[src/rtl/xbus_arbiter.sv]
// Four-requester round-robin bus arbiter with registered one-hot grant,
// optional grant timeout and a one-cycle recovery gap after each release.
module xbus_arbiter #(
  parameter int TIMEOUT = 255,
  parameter int CW      = 8
) (
  input  logic       CLK,
  input  logic       CLR_N,
  input  logic [3:0] REQ,
  input  logic [3:0] DONE,
  output logic [3:0] GNT,
  output logic [3:0] GNT_N,
  output logic [1:0] OWNER,
  output logic       BUSY,
  output logic       TOUT
);

  typedef enum logic [1:0] {IDLE, GRANT, RECOVER} state_t;

  localparam logic [CW-1:0] TMO_LAST = CW'((TIMEOUT > 0) ? TIMEOUT - 1 : 0);
  localparam logic [CW-1:0] CNT_MAX  = '1;

  state_t        state_q, state_d;
  logic [3:0]    gnt_q, gnt_d;
  logic [3:0]    gnt_n_q;
  logic [1:0]    owner_q, owner_d;
  logic [1:0]    last_q, last_d;
  logic [CW-1:0] cnt_q, cnt_d;
  logic          busy_q;
  logic          tout_q, tout_d;

  logic [1:0]    pick_idx;
  logic          pick_found;
  logic          owner_rel;
  logic          tmo_hit;

  // Scan upward from the requester after the last owner, wrapping at 3.
  always_comb begin
    logic [1:0] idx;
    pick_found = 1'b0;
    pick_idx   = last_q;
    for (int i = 1; i <= 4; i++) begin
      idx = last_q + 2'(i);
      if (!pick_found && REQ[idx]) begin
        pick_found = 1'b1;
        pick_idx   = idx;
      end
    end
  end

  assign owner_rel = DONE[owner_q] || !REQ[owner_q];
  assign tmo_hit   = (TIMEOUT != 0) && (cnt_q == TMO_LAST);

  always_comb begin
    state_d = state_q;
    gnt_d   = gnt_q;
    owner_d = owner_q;
    last_d  = last_q;
    cnt_d   = cnt_q;
    tout_d  = 1'b0;
    unique case (state_q)
      IDLE: begin
        gnt_d = 4'b0000;
        if (pick_found) begin
          state_d           = GRANT;
          gnt_d             = 4'b0000;
          gnt_d[pick_idx]   = 1'b1;
          owner_d           = pick_idx;
          cnt_d             = '0;
        end
      end
      GRANT: begin
        if (owner_rel || tmo_hit) begin
          state_d = RECOVER;
          gnt_d   = 4'b0000;
          last_d  = owner_q;
          // A normal release on the same edge as the timeout wins: no pulse.
          tout_d  = tmo_hit && !owner_rel;
        end else if (cnt_q != CNT_MAX) begin
          cnt_d = cnt_q + 1'b1;
        end
      end
      RECOVER: begin
        state_d = IDLE;
        gnt_d   = 4'b0000;
      end
      default: begin
        state_d = IDLE;
        gnt_d   = 4'b0000;
      end
    endcase
  end

  always_ff @(posedge CLK or negedge CLR_N) begin
    if (!CLR_N) begin
      state_q <= IDLE;
      gnt_q   <= 4'b0000;
      gnt_n_q <= 4'b1111;
      owner_q <= 2'd0;
      last_q  <= 2'd3;
      cnt_q   <= '0;
      busy_q  <= 1'b0;
      tout_q  <= 1'b0;
    end else begin
      state_q <= state_d;
      gnt_q   <= gnt_d;
      gnt_n_q <= ~gnt_d;
      owner_q <= owner_d;
      last_q  <= last_d;
      cnt_q   <= cnt_d;
      busy_q  <= (state_d != IDLE);
      tout_q  <= tout_d;
    end
  end

  assign GNT   = gnt_q;
  assign GNT_N = gnt_n_q;
  assign OWNER = owner_q;
  assign BUSY  = busy_q;
  assign TOUT  = tout_q;

endmodule

[config.mk]
export PLATFORM = sky130hd
export DESIGN_NAME = xbus_arbiter
export DESIGN_NICKNAME = d
export VERILOG_FILES = /design/src/rtl/xbus_arbiter.sv
export SDC_FILE = /design/constraint.sdc
export NUM_CORES = 1
export LEC_CHECK = 0
export BUFFER_PORTS_ARGS = -buffer_cell sky130_fd_sc_hd__buf_4
export CORE_ASPECT_RATIO = 1.2
export CORE_UTILIZATION = 55
export DETAILED_ROUTE_END_ITERATION = 8
export PLACE_DENSITY = 0.79
export RECOVER_POWER = 50
export SETUP_SLACK_MARGIN = 0.02
export SLEW_MARGIN = 10
export SYNTH_ARGS = -nofsm -noshare
export SYNTH_HDL_FRONTEND = slang
export SYNTH_SLANG_ARGS = --single-unit
[constraint.sdc]
create_clock -name CLK -period 4.1 [get_ports CLK]
set_input_delay 0.82 -clock CLK [delete_from_list [all_inputs] [get_ports CLK]]
set_output_delay 0.82 -clock CLK [all_outputs]
set_load 0.02 [all_outputs]
==> results of run 1 <==
==> area by class of cell <==
cell class,instances,area (um2),share of cell area
Timing Repair Buffer,21,139,0.0997
Multi-Input combinational cell,88,553,0.397
Inverter,5,18.8,0.0135
Sequential cell,24,608,0.437
Clock buffer,4,36.3,0.0261
Tap cell,30,37.5,0.0270
==> worst paths after layout <==
check                           cells past startpoint     start  slack, ps  endpoint
worst max-delay path                                7   DONE[3]       1710  cnt_q[3]
worst min-delay path                                1    GNT[1]        470  GNT_N[1]
worst max register to register                      5  OWNER[0]       1930  cnt_q[3]
worst min register to register                      1    GNT[1]        470  GNT_N[1]
max in group asynchronous                           1     CLR_N       2650    GNT[0]
min in group asynchronous                           1     CLR_N        730      TOUT
==> routing by layer <==
metal	vias to the layer above	track usage	wire (um)
met5	-	0	0
met3	4	0.0205	90
met1	467	0.298	1040
met4	0	0.106	38
li1	482	-	-
met2	25	0.358	1140
==> state kept, by name (all words and copies together), names as in the netlist <==
name     cells
OWNER        2
TOUT         1
cnt_q        8
state_q      2
GNT          4
BUSY         1
GNT_N        4
last_q       2
==> cell usage after synthesis (2+ instances only) <==
| master | count |
|---|---|
| a21oi_1 | 7 |
| a22o_1 | 2 |
| a22oi_1 | 3 |
| and2_1 | 3 |
| clkbuf_1 | 2 |
| dfrtp_1 | 18 |
| dfstp_2 | 6 |
| ha_1 | 2 |
| inv_1 | 4 |
| mux2i_1 | 2 |
| nand2_1 | 15 |
| nand2b_1 | 9 |
| nand3_1 | 4 |
| nand4_1 | 2 |
| nor2_1 | 7 |
| nor3_1 | 2 |
| o21ai_0 | 8 |
| o31ai_1 | 2 |
| o41ai_1 | 2 |
| or4_1 | 3 |
==> metrics by stage <==
step	hold slack, ps	cells
after floorplan	464	120
after global placement	438	168
after detailed placement	452	168
after CTS	370	172
after global routing	496	172
final	473	172
==> report_power, final <==
| part | internal [mW] | total, mW | leakage (nW) | switching [mW] |
|---|---|---|---|---|
| Sequential | 0.323 | 0.384 | 0.301 | 0.0613 |
| Combinational | 0.140 | 0.370 | 0.285 | 0.229 |
| Clock | 0.0544 | 0.124 | 0.0210 | 0.0692 |
| Total | 0.518 | 0.877 | 0.607 | 0.360 |
==> cells by family (layout without fill, tap and decap cells) <==
logic type | count (synthesis) | in the layout
muxes | 3 | 3
and+or+nand+nor | 53 | 53
adders and majority gates | 2 | 2
DFF | 24 | 24
AOI/OAI and AO/OA | 30 | 30
buffers and inverters | 8 | 30
==> cell usage in the layout, fill, tap and decap left out, drive strengths merged <==
master  count
a21boi      1
a21oi       7
a221oi      1
a22o        2
a22oi       3
a31oi       1
and2        3
and3        1
and4        1
buf        16
clkbuf      9
dfrtp      18
dfstp       6
ha          2
inv         5
mux2i       2
mux4        1
nand2      15
nand2b      9
nand3       4
nand4       2
nand4b      1
nor2        7
nor3        3
nor3b       1
nor4        1
o21ai       9
o21bai      1
o311ai      1
o31ai       2
o41ai       2
or2         1
or3         1
or4         3
==> impl_metrics.tcl, run 1 <==
set metrics [dict create \
    synth_top_cells_by_area "dfrtp_1, dfstp_2, nand2_1" \
    drt_first_pass_iters 4 \
    fin_util 0.679 \
    synth_area_um2 1190 \
    gp_congestion 0.896 \
    hp-class "reg2reg" \
    setup_viol 0 \
    dpl-instance-area_um2 1380 \
    ios 22 \
    design.core.area_um2 2050 \
    p_leak_nw 0.607 \
    path_buf_inv 2 \
    cts_hold_buffers 0 \
    synthCells 120 \
    slowest_stage "or4_1" \
    cts.sinks 24 \
    cpPeakStageDelay_ps 550 \
    die_h_um 53.0 \
    tightest_slew_ps 1240 \
    synth_edf_count 0 \
    synth_compound_area_frac 0.170 \
    die_x_um 44.5 \
    yosys_warnings 0 \
    synth-seq-cells 24 \
    fin_ws_ps 1710 \
    grt-ovfl-total 0 \
    pre_cts_slack_ps 1470 \
    clk_pin_slew_ps 120 \
    cp-end-kind "flop" \
    yosysTopAreaCellShare 0.378 \
    seq_area_frac_synth 0.510 \
    dieArea_um2 2360 \
    wire_per_inst_um 13.4 \
    avgSynthCellArea_um2 9.94 \
    area_delta_synth_final_pct 16.8 \
    dp_hpwl_mm 1.67 \
    fill_cells 162 \
    synthSimpleGateAreaFrac 0.237 \
    antenna_found_initial 0 \
    yosysTopAreaCell "dfrtp_1" \
    cts_buffers 3 \
    cts_resized 0 \
    period_minus_slack_ps 2390 \
    cts_tree "built" \
    antenna_left 0 \
    grt_pass1_wl_mm 3.79 \
    synth_fa_ha_area_frac 0.0210 \
    ys.flop_type "dfrtp_1" \
    fin_skew_ps 1.72 \
    num_vias 978 \
    p_per_area_nw_per_um2 630 \
    muxShareOfSynthArea 0.0357 \
    arrival_ps 2640 \
    drtIter0Drc 12 \
    fin_crit_sh 0.583 \
    cp_max_fo 15 \
    totalWireLength_mm 2.31 \
    final_cell_area_um2 1390 \
    tns_ps 0 \
    synthXorXnorAreaFrac 0 \
    clockBufferDepth 2 \
    clock_latency_ps 320 \
    syn_nets 132 \
    antenna_cells_inserted 0 \
    finalNetCount 155 \
    worstSetupPathType "in2reg" \
    drive_above_1_share 0.211 \
    critical-path-top-delay-family "simple AND/OR/NAND/NOR gates" \
    finalHoldViolations 0 \
    critical_path.cell_chain "buf_4 -> nand2b_1 -> mux4_2 -> o21bai_4 -> inv_1 -> or4_1 -> a21oi_1" \
    cts_root_buf "clkbuf_4" \
    cap_viol_max_count 0 \
    fp-row-count 18 \
    maxSlewViolCount 0 \
    power_uw 877 \
    grt_pass1_vias 850 \
    cts_setup_buffers 0 \
    drc 0 \
    ir_drop_mv 0.434 \
    port_buffers 21 \
    synth_top_family_by_area "simple AND/OR/NAND/NOR gates" \
    yosysUniqueCellTypes 37 \
    status "complete, no violations" \
    maxSlewHeadroom 0.174 \
    crit_required_ps 4350 \
    async_flop_share 1.00 \
    initial_core_util 0.582 \
    fmax_mhz 419 \
    htreeDepth 1 \
    vias_per_cell 5.69 \
    rsz0062_at_grt "false" \
    grt_start_max_net_pins 25 \
    cp-start-kind "primary input" \
    grtUsageTotal 0.222 \
]
Note: power is estimated with default switching activity, not from simulation.
==> run 2: changes to the inputs <==
ABC_AREA = 1   (was default)
PLACE_DENSITY = 0.77   (was 0.79)
clock period = 2.22 ns   (was 4.1 ns; I/O delays follow)
==> impl_metrics.tcl, run 2 <==
set metrics [dict create \
    synthCells 205 \
    p_sw_mw 1.24 \
    num_vias 1378 \
    synth_common_cells "nand2_1, nand3_1, inv_1, dfrtp_1, nor2_1" \
    regArea_um2 608 \
    ys.flop_type "dfrtp_1" \
    intPower_mw 1.19 \
    initial_core_util 0.582 \
    yosysTopAreaCell "dfrtp_1" \
    grt_start_max_net_pins 25 \
    p_leak_nw 0.869 \
    die_x_um 49.2 \
    p_per_area_nw_per_um2 1440 \
    drc 0 \
    port_buffers 21 \
    synth-seq-cells 24 \
    async_flop_share 1.00 \
    antenna_left 0 \
    power_mw 2.43 \
    design.core.area_um2 2530 \
    finalHoldViolations 0 \
    cp-start-kind "flop" \
    drtIter0Drc 46 \
    grt_pass1_vias 1355 \
    yosysUniqueCellTypes 26 \
    tightest_slew_ps 1260 \
    top_register "cnt_q" \
    yosys_warnings 0 \
    fmax_mhz 507 \
    p_seq_frac 0.283 \
    avgSynthCellArea_um2 7.17 \
    clock_latency_ps 320 \
    combPwrFrac 0.588 \
    fin_skew_ps 5.19 \
    period_minus_slack_ps 1970 \
    arrival_ps 2230 \
    drive_above_1_share 0.167 \
    fin_crit_sh 0.889 \
    switching_share 0.509 \
    seq_area_frac_synth 0.414 \
    antenna_cells_inserted 0 \
    grt-ovfl-total 0 \
    setup_viol 0 \
    cts_root_buf "clkbuf_4" \
    maxSlewHeadroom 0.160 \
    yosysTopAreaCellShare 0.306 \
    totalWireLength_mm 3.33 \
    clk_pin_slew_ps 130 \
    clockBufferDepth 2 \
    multiInputGateArea_um2 767 \
    area_delta_synth_final_pct 14.5 \
    dp_hpwl_mm 2.58 \
    ir_drop_mv 0.947 \
    rsz0062_at_grt "false" \
    worstSetupPathType "reg2reg" \
    dieArea_um2 2880 \
    crit_required_ps 2480 \
    ios 22 \
    status "complete, no violations" \
    largest_reg_flops 8 \
    maxSlewViolCount 0 \
    synth_edf_count 0 \
    hp-class "in2async" \
    layout_commonest_cell "nand2_1" \
    vias_per_cell 5.28 \
    cts_resized 0 \
    cts.sinks 24 \
    cts_hold_buffers 0 \
    grtUsageTotal 0.252 \
    pwr-share-clk 0.130 \
    yosysMostFrequentCell "nand2_1" \
    fill_cells 220 \
    cp_max_fo 12 \
    wire_per_inst_um 12.7 \
    tns_ps 0 \
    cts_tree "built" \
    syn_nets 217 \
    gp_congestion 0.896 \
    drt_first_pass_iters 4 \
    synth_area_um2 1470 \
    cts_setup_buffers 0 \
    final_cell_mix "nand2_1, nand3_1, inv_1, dfrtp_1, nor2_1" \
    htreeDepth 1 \
    grt_pass1_wl_mm 5.60 \
    cts_buffers 3 \
    finalNetCount 241 \
    die_h_um 58.6 \
    cap_viol_max_count 0 \
    antenna_found_initial 0 \
    fin_util 0.666 \
    cp-end-kind "flop" \
    synth_top_cells_by_area "dfrtp_1, nand2_1, dfstp_2" \
    fp-row-count 20 \
]
[run 2: changes by cell type after synthesis, sizes merged, moves of 3 or more]
cell and delta:
a22oi -3, and2 -3, inv +16, nand2 +72
nand2b -9, nand3 +19, nor2 +14, o21ai -4
or4 -3, xnor2 +3, xor2 +3
[run 2: cell type report]
cell class                      instances  share of cell area
Sequential cell                        24               0.361
Multi-Input combinational cell        157               0.456
Inverter                               22              0.0491
Clock buffer                            3              0.0134
Tap cell                               33              0.0245
Clock inverter                          1              0.0178
Timing Repair Buffer                   21              0.0781
[run 2: critical path, stage by stage (launching register included)]
cell	delay [ps]
dfstp_2	670
inv_2	120
nand2_1	100
nand2_1	70
o21ai_0	300
nand3_2	150
nand2_4	140
nand2_4	110
nand2_4	130
nand2_1	70
nand2_1	60
[run 2: path summary, 6_finish.rpt]
| path | from | endpoint | slack (ps) | depth (start not counted) |
|---|---|---|---|---|
| worst max-delay path | last_q[0] | cnt_q[7] | 250 | 10 |
| worst min-delay path | CLR_N | state_q[0] | 360 | 1 |
| worst max register to register | last_q[0] | cnt_q[7] | 250 | 10 |
| worst min register to register | cnt_q[7] | cnt_q[7] | 570 | 2 |
| max in group asynchronous | CLR_N | GNT[1] | 1120 | 1 |
| min in group CLK | DONE[2] | TOUT | 500 | 4 |
[run 2: power by group through the flow]
stage / combinational, mW / sequential (mW) / clock, mW
2_1_floorplan: 1.04 / 0.730 / 0
3_3_place_gp: 1.37 / 0.690 / 0
3_5_place_dp: 1.44 / 0.694 / 0
4_1_cts: 1.44 / 0.684 / 0.318
5_1_grt: 1.59 / 0.702 / 0.335
6_report: 1.43 / 0.686 / 0.315
[run 2: kinds of logic (layout without fill, tap and decap cells)]
group	after synthesis	after routing	share of synthesized area
AO/OA/AOI/OAI	14	14	0.0553
XOR/XNOR	6	6	0.0358
adder cells (fa/ha/maj)	2	2	0.0170
buffers and inverters	24	47	0.0647
flip-flops	24	24	0.414
AND/OR/NAND/NOR	135	135	0.414
[run 2: through the flow]
step                std cells  cell area [um2]  setup slack, ps  hold slack [ps]
global placement          257             1660              419              352
global route              261             1680              134              465
floorplan                 205             1470              590              148
CTS                       261             1710              276             3.34
detailed placement        257             1660              303              354
finish                    261             1680              247              363
[run 2: routing by layer]
layer  track usage  part of all wire  vias up
met2         0.497              0.55       14
met4         0.101             0.014        0
met1         0.273              0.42      668
li1              -                 -      690
met5             0                 0        -
met3        0.0233             0.019        6
==> run 3: changes to the inputs <==
PLACE_DENSITY = default   (was 0.77)
PLACE_DENSITY_LB_ADDON = 0.2   (was default)
==> impl_metrics.tcl, run 3 (synthesis results as in run 2) <==
set metrics [dict create \
    multiInputGateArea_um2 767 \
    fmax_mhz 517 \
    final_cell_area_um2 1690 \
    drive_above_1_share 0.166 \
    layout_commonest_cell "nand2_1" \
    regArea_um2 608 \
    dp.cells 257 \
    top_usage_layer "met2" \
    period_minus_slack_ps 1930 \
    tns_ps 0 \
    gp_congestion 0.886 \
    totalWireLength_mm 3.40 \
    fin_crit_sh 0.871 \
    hp-class "in2reg" \
    clock_latency_ps 320 \
    grt_pass1_vias 1394 \
    ir_drop_mv 0.920 \
    rsz0062_at_grt "false" \
    design.core.area_um2 2530 \
    drtIter0Drc 36 \
    cp_max_fo 12 \
    largest_reg_flops 8 \
    grtUsageTotal 0.266 \
    dpl-instance-area_um2 1660 \
    cts_buffers 3 \
    worstSetupPathType "reg2reg" \
    arrival_ps 2210 \
    use_met1 0.290 \
    cp-end-kind "flop" \
    maxSlewHeadroom 0.140 \
    wire_per_inst_um 13.0 \
    fill_cells 233 \
    die_h_um 58.6 \
    grt_use_met3 0.0388 \
    clk_pin_slew_ps 130 \
    cts_root_buf "clkbuf_4" \
    dieArea_um2 2880 \
    final_cell_mix "nand2_1, nand3_1, inv_1, dfrtp_1, nor2_1" \
    clockBufferDepth 2 \
    status "complete, no violations" \
    fin_util 0.670 \
    die_x_um 49.2 \
    dp_hpwl_mm 2.62 \
    finalHoldViolations 0 \
    initial_core_util 0.582 \
    num_vias 1410 \
    grt_start_max_net_pins 25 \
    drt_first_pass_iters 4 \
    cts_tree "built" \
    vias_per_cell 5.38 \
    top_register "cnt_q" \
    fin_skew_ps 2.04 \
    port_buffers 21 \
    p_per_area_nw_per_um2 1440 \
    cts_resized 0 \
    antenna_cells_inserted 0 \
    maxSlewViolCount 0 \
    antenna_found_initial 0 \
    tightest_slew_ps 1290 \
    p_leak_nw 0.873 \
    setup_viol 0 \
    cp-start-kind "flop" \
    grt_pass1_wl_mm 5.78 \
    grt-ovfl-total 0 \
    area_delta_synth_final_pct 15.1 \
    cap_viol_max_count 0 \
    htreeDepth 1 \
    ios 22 \
    grt_use_met2 0.483 \
    drc 0 \
    crit_required_ps 2490 \
    finalNetCount 242 \
    fp-row-count 20 \
    antenna_left 0 \
    final_cells 262 \
    cts.sinks 24 \
]
## run 3: changes by cell type in the layout (fill, tap and decap cells not counted), sizes merged
cell | before | now
dlygate4sd3 | 0 | 1
## run 3: critical path: stages, from the launching register on
cell and delay [ps]:
dfstp_2 670, inv_2 120, nand2_1 90, nand2_1 80
nand2_2 120, nand2_4 90, nor2_4 110, nand3_2 90
nand2_4 130, nand2_4 100, nand2_4 130, nand2_1 80
nand2_1 60
## run 3: final cells by class
type | instances | area share
Multi-Input combinational cell | 157 | 0.453
Timing Repair Buffer | 22 | 0.0835
Clock inverter | 1 | 0.0177
Tap cell | 33 | 0.0244
Clock buffer | 3 | 0.0133
Sequential cell | 24 | 0.359
Inverter | 22 | 0.0488
## run 3: path summary, 6_finish.rpt
kind | start | to | slack, ps | cells after the start
max in group asynchronous | CLR_N | GNT[1] | 560 | 2
worst min register to register | cnt_q[6] | cnt_q[6] | 550 | 2
worst max register to register | last_q[0] | cnt_q[0] | 290 | 12
worst max-delay path | last_q[0] | cnt_q[0] | 290 | 12
min in group asynchronous | CLR_N | cnt_q[1] | 900 | 2
worst min-delay path | DONE[2] | TOUT | 480 | 4
## run 3: layer usage
layer  vias up  share of wire
met5         -              0
met2        34           0.54
met1       672           0.40
met3        13          0.026
li1        691              -
met4         0          0.032
## run 3: what timing repair did
action,4_1_cts,5_1_grt
endpoints found under the hold margin,18,0
hold buffers,1,0
setup buffers,0,0
## run 3: where the power goes
| part | internal, mW | switching [mW] | total, mW |
|---|---|---|---|
| sequential | 0.582 | 0.104 | 0.687 |
| combinational | 0.428 | 1.00 | 1.43 |
| clock | 0.183 | 0.138 | 0.321 |
## run 3: per-stage QoR
stage | total power, mW | hold slack, ps | setup WS (ps)
2_1_floorplan | 1.77 | 148 | 590
3_3_place_gp | 2.06 | 354 | 419
3_5_place_dp | 2.13 | 358 | 319
4_1_cts | 2.46 | 492 | 294
5_1_grt | 2.67 | 496 | 80.0
6_report | 2.44 | 482 | 286
